**config.mk**
```make
export PLATFORM = sky130hd
export DESIGN_NAME = fp_operand_sequencer
export DESIGN_NICKNAME = d
export VERILOG_FILES = /design/src/rtl/fp_operand_sequencer.sv
export SDC_FILE = /design/constraint.sdc
export NUM_CORES = 1
export LEC_CHECK = 0
export ABC_AREA = 1
export BUFFER_PORTS_ARGS = -buffer_cell sky130_fd_sc_hd__buf_2
export CORE_MARGIN = 4
export CORE_UTILIZATION = 45
export DETAILED_ROUTE_END_ITERATION = 8
export PLACE_DENSITY_LB_ADDON = 0.3
export SYNTH_ARGS = -nofsm -noshare
export SYNTH_HDL_FRONTEND = slang
export SYNTH_SLANG_ARGS = --single-unit
export TNS_END_PERCENT = 20
```
**constraint.sdc**
```tcl
create_clock -name clk_w -period 1.6 [get_ports clk_w]
set_input_delay 0.16 -clock clk_w [delete_from_list [all_inputs] [get_ports clk_w]]
set_output_delay 0.16 -clock clk_w [all_outputs]
set_load 0.005 [all_outputs]
```
**src/rtl/fp_operand_sequencer.sv**
```systemverilog
`default_nettype none
// ============================================================================
// Module      : fp_operand_sequencer
// Description : Loads two FP_W-bit operands and a control word chunk by chunk
//               from the switch bank, runs a start/done handshake with the FP
//               ALU and pages the result and flags out to the display.
//               Optional ALU watchdog: define FP_SEQ_TIMEOUT_EN.
// Revision    : 1.0 - initial release
// ============================================================================
module fp_operand_sequencer #(
    parameter int SW_W        = 16,
    parameter int FP_W        = 32,
    parameter int TIMEOUT_CYC = 1024
) (
    input  logic            clk_w,
    input  logic            reset,
    input  logic            btn_next,
    input  logic [SW_W-1:0] sw,
    input  logic            alu_done,
    input  logic [FP_W-1:0] alu_result,
    input  logic [4:0]      alu_flags,
    output logic [FP_W-1:0] opa,
    output logic [FP_W-1:0] opb,
    output logic [1:0]      op_code,
    output logic            round_mode,
    output logic            alu_start,
    output logic            busy,
    output logic [SW_W-1:0] shown,
    output logic [4:0]      flags_out,
    output logic            err
);

    localparam int NCHUNK = FP_W / SW_W;
    localparam int CW     = (NCHUNK > 1) ? $clog2(NCHUNK) : 1;

    localparam logic [CW-1:0]   c_IDX_TOP  = CW'(NCHUNK - 1);
    localparam logic [SW_W-1:0] c_FPW_DISP = SW_W'(FP_W);

    localparam logic [2:0] S_IDLE      = 3'd0;
    localparam logic [2:0] S_LOAD_A    = 3'd1;
    localparam logic [2:0] S_LOAD_B    = 3'd2;
    localparam logic [2:0] S_LOAD_CTRL = 3'd3;
    localparam logic [2:0] S_ISSUE     = 3'd4;
    localparam logic [2:0] S_WAIT      = 3'd5;
    localparam logic [2:0] S_SHOW_RES  = 3'd6;
    localparam logic [2:0] S_SHOW_FLG  = 3'd7;

    generate
        if (((FP_W % SW_W) != 0) || (FP_W < SW_W) || (SW_W < 5) || (TIMEOUT_CYC < 1)) begin : g_param_check
            $error("fp_operand_sequencer: illegal SW_W/FP_W/TIMEOUT_CYC combination");
        end
    endgenerate

    logic [2:0]      r_state;
    logic [CW-1:0]   r_idx;
    logic [FP_W-1:0] r_opa;
    logic [FP_W-1:0] r_opb;
    logic [1:0]      r_op_code;
    logic            r_round_mode;
    logic [FP_W-1:0] r_res;
    logic [4:0]      r_flg;
    logic            r_alu_start;
    logic [SW_W-1:0] w_shown;

`ifdef FP_SEQ_TIMEOUT_EN
    localparam int TW = (TIMEOUT_CYC > 1) ? $clog2(TIMEOUT_CYC) : 1;
    localparam logic [TW-1:0] c_TMO_LAST = TW'(TIMEOUT_CYC - 1);

    logic [TW-1:0] r_tmo_cnt;
    logic          r_err;
`endif

    always_ff @(posedge clk_w) begin
        if (reset) begin
            r_state      <= S_IDLE;
            r_idx        <= c_IDX_TOP;
            r_opa        <= '0;
            r_opb        <= '0;
            r_op_code    <= 2'b00;
            r_round_mode <= 1'b0;
            r_res        <= '0;
            r_flg        <= 5'b0;
            r_alu_start  <= 1'b0;
`ifdef FP_SEQ_TIMEOUT_EN
            r_tmo_cnt    <= '0;
            r_err        <= 1'b0;
`endif
        end else begin
            r_alu_start <= 1'b0;
            case (r_state)
                S_IDLE: begin
                    if (btn_next) begin
                        r_state <= S_LOAD_A;
                        r_idx   <= c_IDX_TOP;
`ifdef FP_SEQ_TIMEOUT_EN
                        r_err   <= 1'b0;
`endif
                    end
                end
                S_LOAD_A: begin
                    if (btn_next) begin
                        r_opa[int'(r_idx)*SW_W +: SW_W] <= sw;
                        if (r_idx == '0) begin
                            r_state <= S_LOAD_B;
                            r_idx   <= c_IDX_TOP;
                        end else begin
                            r_idx <= r_idx - CW'(1);
                        end
                    end
                end
                S_LOAD_B: begin
                    if (btn_next) begin
                        r_opb[int'(r_idx)*SW_W +: SW_W] <= sw;
                        if (r_idx == '0) begin
                            r_state <= S_LOAD_CTRL;
                        end else begin
                            r_idx <= r_idx - CW'(1);
                        end
                    end
                end
                S_LOAD_CTRL: begin
                    if (btn_next) begin
                        r_op_code    <= sw[1:0];
                        r_round_mode <= sw[2];
                        r_state      <= S_ISSUE;
                        // Registered so the pulse lines up exactly with ISSUE.
                        r_alu_start  <= 1'b1;
                    end
                end
                S_ISSUE: begin
                    r_state <= S_WAIT;
`ifdef FP_SEQ_TIMEOUT_EN
                    r_tmo_cnt <= '0;
`endif
                end
                S_WAIT: begin
                    if (alu_done) begin
                        r_res   <= alu_result;
                        r_flg   <= alu_flags;
                        r_state <= S_SHOW_RES;
                        r_idx   <= c_IDX_TOP;
                    end
`ifdef FP_SEQ_TIMEOUT_EN
                    else if (r_tmo_cnt == c_TMO_LAST) begin
                        r_res   <= '1;
                        r_flg   <= 5'b11111;
                        r_err   <= 1'b1;
                        r_state <= S_SHOW_RES;
                        r_idx   <= c_IDX_TOP;
                    end else begin
                        r_tmo_cnt <= r_tmo_cnt + TW'(1);
                    end
`endif
                end
                S_SHOW_RES: begin
                    if (btn_next) begin
                        if (r_idx == '0) begin
                            r_state <= S_SHOW_FLG;
                        end else begin
                            r_idx <= r_idx - CW'(1);
                        end
                    end
                end
                S_SHOW_FLG: begin
                    if (btn_next) begin
                        r_state <= S_IDLE;
                    end
                end
                default: begin
                    r_state <= S_IDLE;
                end
            endcase
        end
    end

    always_comb begin
        w_shown = '0;
        case (r_state)
            S_IDLE:                          w_shown = c_FPW_DISP;
            S_LOAD_A, S_LOAD_B, S_LOAD_CTRL: w_shown = sw;
            S_SHOW_RES:                      w_shown = r_res[int'(r_idx)*SW_W +: SW_W];
            S_SHOW_FLG:                      w_shown = SW_W'(r_flg);
            default:                         w_shown = '0;
        endcase
    end

    assign opa        = r_opa;
    assign opb        = r_opb;
    assign op_code    = r_op_code;
    assign round_mode = r_round_mode;
    assign alu_start  = r_alu_start;
    assign busy       = (r_state == S_ISSUE) || (r_state == S_WAIT);
    assign shown      = w_shown;
    assign flags_out  = ((r_state == S_SHOW_RES) || (r_state == S_SHOW_FLG)) ? r_flg : 5'b0;

`ifdef FP_SEQ_TIMEOUT_EN
    assign err = r_err;
`else
    assign err = 1'b0;
`endif

endmodule
`default_nettype wire

```
## After elaboration in Yosys (flattened, before gate mapping)

Cells that the tools add are included.

- Register bits after elaboration: 109
- Bits of input ports: 57
- Output and inout port bits: 91
- Word-level logic and storage cells: 69

- Add/subtract/negate cells: 2
- Equality and inequality tests: 18
- Shift operators: 3
- Mux-type cells: 23
- Bitwise operators: 1
- Reductions and logical operators: 13

Operators with widths:

| operator | number |
|---|---|
| 32-bit bitwise mux | 2 |
| 16-bit one-hot mux with 4 select lines | 1 |
| 5-bit negation with 33-bit output | 1 |
| 16-bit by 33-bit variable shift with 32-bit output (first input constant) | 1 |
| 16-bit by 33-bit variable part select with 32-bit output | 1 |
| 32-bit by 6-bit variable part select with 16-bit output | 1 |
| 3-bit two-way mux | 10 |
| 3-bit one-hot mux with 8 select lines | 1 |
| 2-bit != test (second input constant) | 10 |
| 3-bit equality test (second input constant) | 4 |
| 10-bit AND reduction | 1 |
| 2-bit AND reduction | 4 |
| 1-bit two-way mux | 7 |
| 3-bit by 2-bit equality test with 1-bit output (second input constant) | 2 |
| 5-bit two-way mux | 1 |
| 5-bit AND reduction | 1 |
| 1-bit one-hot mux with 4 select lines | 1 |
| 4-bit nonzero test | 1 |
| 2-bit OR reduction | 2 |
| 3-bit by 1-bit equality test with 1-bit output (second input constant) | 1 |
| 3-bit logical NOT | 1 |
| 3-bit OR reduction | 1 |
| 1-bit logical OR | 2 |
| 2-bit by 1-bit != test with 1-bit output (second input constant) | 1 |
| other kinds (2) | 2 |

## Depth between registers and ports, before layout

- Word-level depth: 4
- Gate-level depth with buffers: 9
- Depth with buffers taken out: 9

## Worst setup path after synthesis

Ideal clock, no wire load.

- Path kind: register -> register
- Start: register r_state[0]
- End: register r_opb[21], in the netlist opb[21]
- Setup time: 116 ps
- Data arrival time: 1167 ps
- Required time: 1484 ps
- Slack: 317 ps
- Stages on the path, launching flop included: 9
- Buffers on the path: 2
- Clock period less this slack: 1283 ps
- Cells stage by stage: dfxtp_1 > buf_2 > inv_2 > nand3_2 > nor3_4 > inv_2 > buf_6 > nor2_1 > nor2_1

- Cells in the longest elaborated chain, start to end: 2

Ends and longest elaborated chain:

| element | line | RTL |
|---|---|---|
| from (decl) | 54 | `logic [2:0] r_state;` |
| from (signal assigned) | 75 | `r_state <= S_IDLE;` |
| from (signal assigned) | 93 | `r_state <= S_LOAD_A;` |
| from (signal assigned) | 104 | `r_state <= S_LOAD_B;` |
| 3-bit by 2-bit equality test with 1-bit output | 90 | `case (r_state)` |
| 2-bit AND reduction (no line) | -- |  |
| to (signal, indexed assignment) | 113 | `r_opb[int'(r_idx)*SW_W +: SW_W] <= sw;` |
| to (decl) | 57 | `logic [FP_W-1:0] r_opb;` |

No other way between the ends.
A chain may end at the register's enable or synchronous reset.

## Final worst setup path

- Start: register r_state[1]
- End: output shown[6]

- Cells in the longest elaborated chain, start to end: 3
- Elaborated cells on any way between the ends: 8
- Those cells by class: eq/ne (5); mux (1); reduce/logical (2)

Ends and longest elaborated chain:

| element | line | RTL |
|---|---|---|
| 3-bit by 1-bit equality test with 1-bit output / 3-bit by 2-bit equality test with 1-bit output (equally long branches) | 178 | `case (r_state)` |
| 3-bit OR reduction | 178 |  |
| 16-bit one-hot mux with 4 select lines * | 178 |  |
| to (decl) | 28 | `output logic [SW_W-1:0] shown,` |

Mark *: on every way between the ends. The rest lies on a longest branch, timed or not.

==> metrics.md <==
| Metric | Value |
|---|---|
| Status | finished with violations |
| Failing checks | setup timing |
| Final hold violations | 0 |
| GRT overflow | 0 |
| Detail Placement HPWL | 9080 µm |
| Top post-synthesis cells by area | dfxtp_1, nor2_1, o21ai_0 |
| RSZ-0062 raised after global routing | yes |
| DRC | 0 |
| Worst-skew pair later-pin latency | 0.38 ns |
| Nets | 800 |
| Clk root buf | clkbuf_8 |
| Share of cells above drive strength 1 | 32.1% |
| Cts bufs inserted | 9 |
| Average vias per placed instance | 5.15 |
| # clock sinks | 109 |
| Max Cap Viol | 0 |
| N_diodes | 0 |
| Syn nets | 654 |
| I/O pin cnt | 148 |
| CTS tree | done |
| # setup viols final | 16 |
| Static leakage | 2.64 nW |
| Synth Instances | 597 |
| Buffers on Ports | 146 |
| Final min period | 1.74 ns |
| Post-DR wirelength/cell | 14.4 µm |
| Worst Skew | 0.0168 ns |
| Clk slew on worst S/H paths | 0.11 ns |
| Initial antenna violation count | 0 |
| Post-synthesis sequential area ratio | 49.3% |
| Fin. max-slew vios | 0 |
| Die W | 107 µm |
| Top-area cell type share of the netlist area | 49.3% |
| CP startpoint kind | flip-flop |
| Syn_area_per_cell | 7.41 µm² |
| Unique masters post-synth | 28 |
| Final instance area | 5740 µm² |
| Routed Antenna Nets | 0 |
| Vias in the first global route | 4124 |
| Hold buffer count at cts | 0 |
| Area grow syn2layout | 29.8% |
| Worst reg2reg path depth | 6 |
| Pin count of the biggest net entering global routing | 48 |
| Synth warnings | 0 |
| GPL Wtd Cong | 0.846 |
| Crit Path Category | flip-flop to primary output |
| Worst setup margin | -0.138 ns |
| Flops & latches, synth | 109 |
| H-tree Lvls | 3 |
| Drt first pass iters | 5 |
| Die area | 11500 µm² |
| Peak supply drop | 393 µV |
| First-pass GRT wire length | 19700 µm |
| WHS | 0.0276 ns |
| Crit path max fanout | 6 |
| Max Root-Sink Buffers | 2 |
| Post-Synthesis Cell Area | 4420 µm² |
| WP data arrival | 1.58 ns |
| GRT Overall Usage | 21.0% |
| Iter 0 DRT Violations | 258 |
| Worst Setup End Kind | primary output |
| Critical Path RT | 1.44 ns |
| Pwr/cell area | 914 nW/µm² |
| Height of the die | 107 µm |
| DR vias | 4518 |
| Dpl cells | 851 |
| Hold Path Class | input pin to flip-flop |
| Placeable Area | 9420 µm² |
| DP Area | 5250 µm² |
| Fmax | 0.575 GHz |
| # rows | 35 |
| Area leader, netlist | dfxtp_1 |
| Total Power | 5.25 mW |
| Hold Path Depth | 3 |
| Non-Filler Instances | 877 |
| Initial Util | 47.0% |
| Final wirelength | 12600 µm |
| Period Utilization, post-route | 109% |
-- flip-flops by register name (all words and copies together) (netlist names), 2 cells and up --
| name | flops |
|---|---|
| opa | 32 |
| opb | 32 |
| r_res | 32 |
| r_flg | 5 |
| r_state | 3 |
| op_code | 2 |
-- metal layers --
metal,part of all wire [%],track usage (%),wire [µm]
met5,0,0,0
met1,44,27.8,5600
met4,1.8,7.12,222
met3,6.9,3.79,867
met2,47,34.5,5910
-- report_power, final --
part / leakage [nW] / switching, mW / internal [mW] / total, mW
clock network: 0.105 / 0.964 / 0.744 / 1.71
logic: 1.66 / 0.404 / 0.308 / 0.712
registers: 0.882 / 0.0492 / 2.78 / 2.83
total: 2.64 / 1.42 / 3.83 / 5.25
-- logic make-up after synthesis --
kind of cell,count (synthesis),synth area share [%]
AO/OA/AOI/OAI,138,16.9
flip-flops,109,49.3
AND/OR/NAND/NOR,290,27.2
buffers and inverters,59,6.48
other,1,0.0848
-- synth_stat cells --
cell type,count
nor2_1,186
dfxtp_1,109
o21ai_0,86
nand2_1,61
a21oi_1,32
nand3_1,30
clkbuf_1,17
inv_1,13
a31o_2,10
buf_2,9
buf_4,8
inv_2,7
o21ai_1,4
buf_6,3
nand2_2,3
nand3_2,3
o311ai_0,3
nor2_2,2
o211ai_1,2
clkinv_1,1
clkinv_2,1
conb_1,1
nand2_4,1
nand4_1,1
nor2_4,1
nor2_8,1
nor3_4,1
o31ai_1,1
-- area by class of cell --
class / instances / area [µm²]
tap: 129 / 161
fill: 879 / 3670
inverter: 22 / 111
clock inverter: 7 / 78.8
clock buffer: 9 / 124
multi-input combinational: 429 / 2060
sequential: 109 / 2200
timing repair buffer: 172 / 1010
-- metrics by stage --
step / worst slack (ns) / util (%) / TNS [ns]
4_1_cts: -0.0964 / 59.0 / -1.10
2_1_floorplan: 0.317 / - / 0
3_5_place_dp: 0.0474 / 55.7 / 0
5_1_grt: -0.160 / 61.0 / -2.07
6_report: -0.138 / 61.0 / -1.41
3_3_place_gp: 0.107 / 55.7 / 0
-- layout by cell type, fill, tap and decap left out, drive strengths merged --
| cell | instances |
|---|---|
| nand2 | 65 |
| bufinv | 1 |
| inv | 23 |
| nand3 | 33 |
| conb | 1 |
| nand4 | 1 |
| o31ai | 1 |
| o21ai | 90 |
| clkinv | 5 |
| o211ai | 2 |
| o311ai | 3 |
| nor3 | 1 |
| clkbuf | 10 |
| nor2 | 190 |
| buf | 171 |
| a21oi | 32 |
| a31o | 10 |
| dfxtp | 109 |
-- path summary, 6_finish.rpt --
kind | start | endpoint | slack (ns)
hold reg to reg | opa[27]$_SDFFE_PP0P_ | opa[27]$_SDFFE_PP0P_ | 0.46
hold / removal | alu_result[13] | r_res[13]$_SDFFE_PP0P_ | 0.03
setup reg to reg | r_state[1]$_SDFFE_PP0P_ | r_res[31]$_SDFFE_PP0P_ | 0.11
setup / recovery | r_state[1]$_SDFFE_PP0P_ | shown[6] | -0.14
-- worst max-delay path, cell delays in order (launching register included) --
cell       delay [ns]
dfxtp_4          0.39
inv_6            0.05
nor2_4           0.11
nand2_4          0.11
clkbuf_16        0.18
a21oi_4          0.12
a31o_2           0.13
buf_2            0.11
-- what timing repair did --
action / in CTS / in global routing
setup endpoints to repair: 17 / 46
setup buffers: 4 / 5
cloned: 0 / 1
pin swaps: 1 / 1
gates resized for setup: 29 / 30
(Power assumes the default switching activity.)
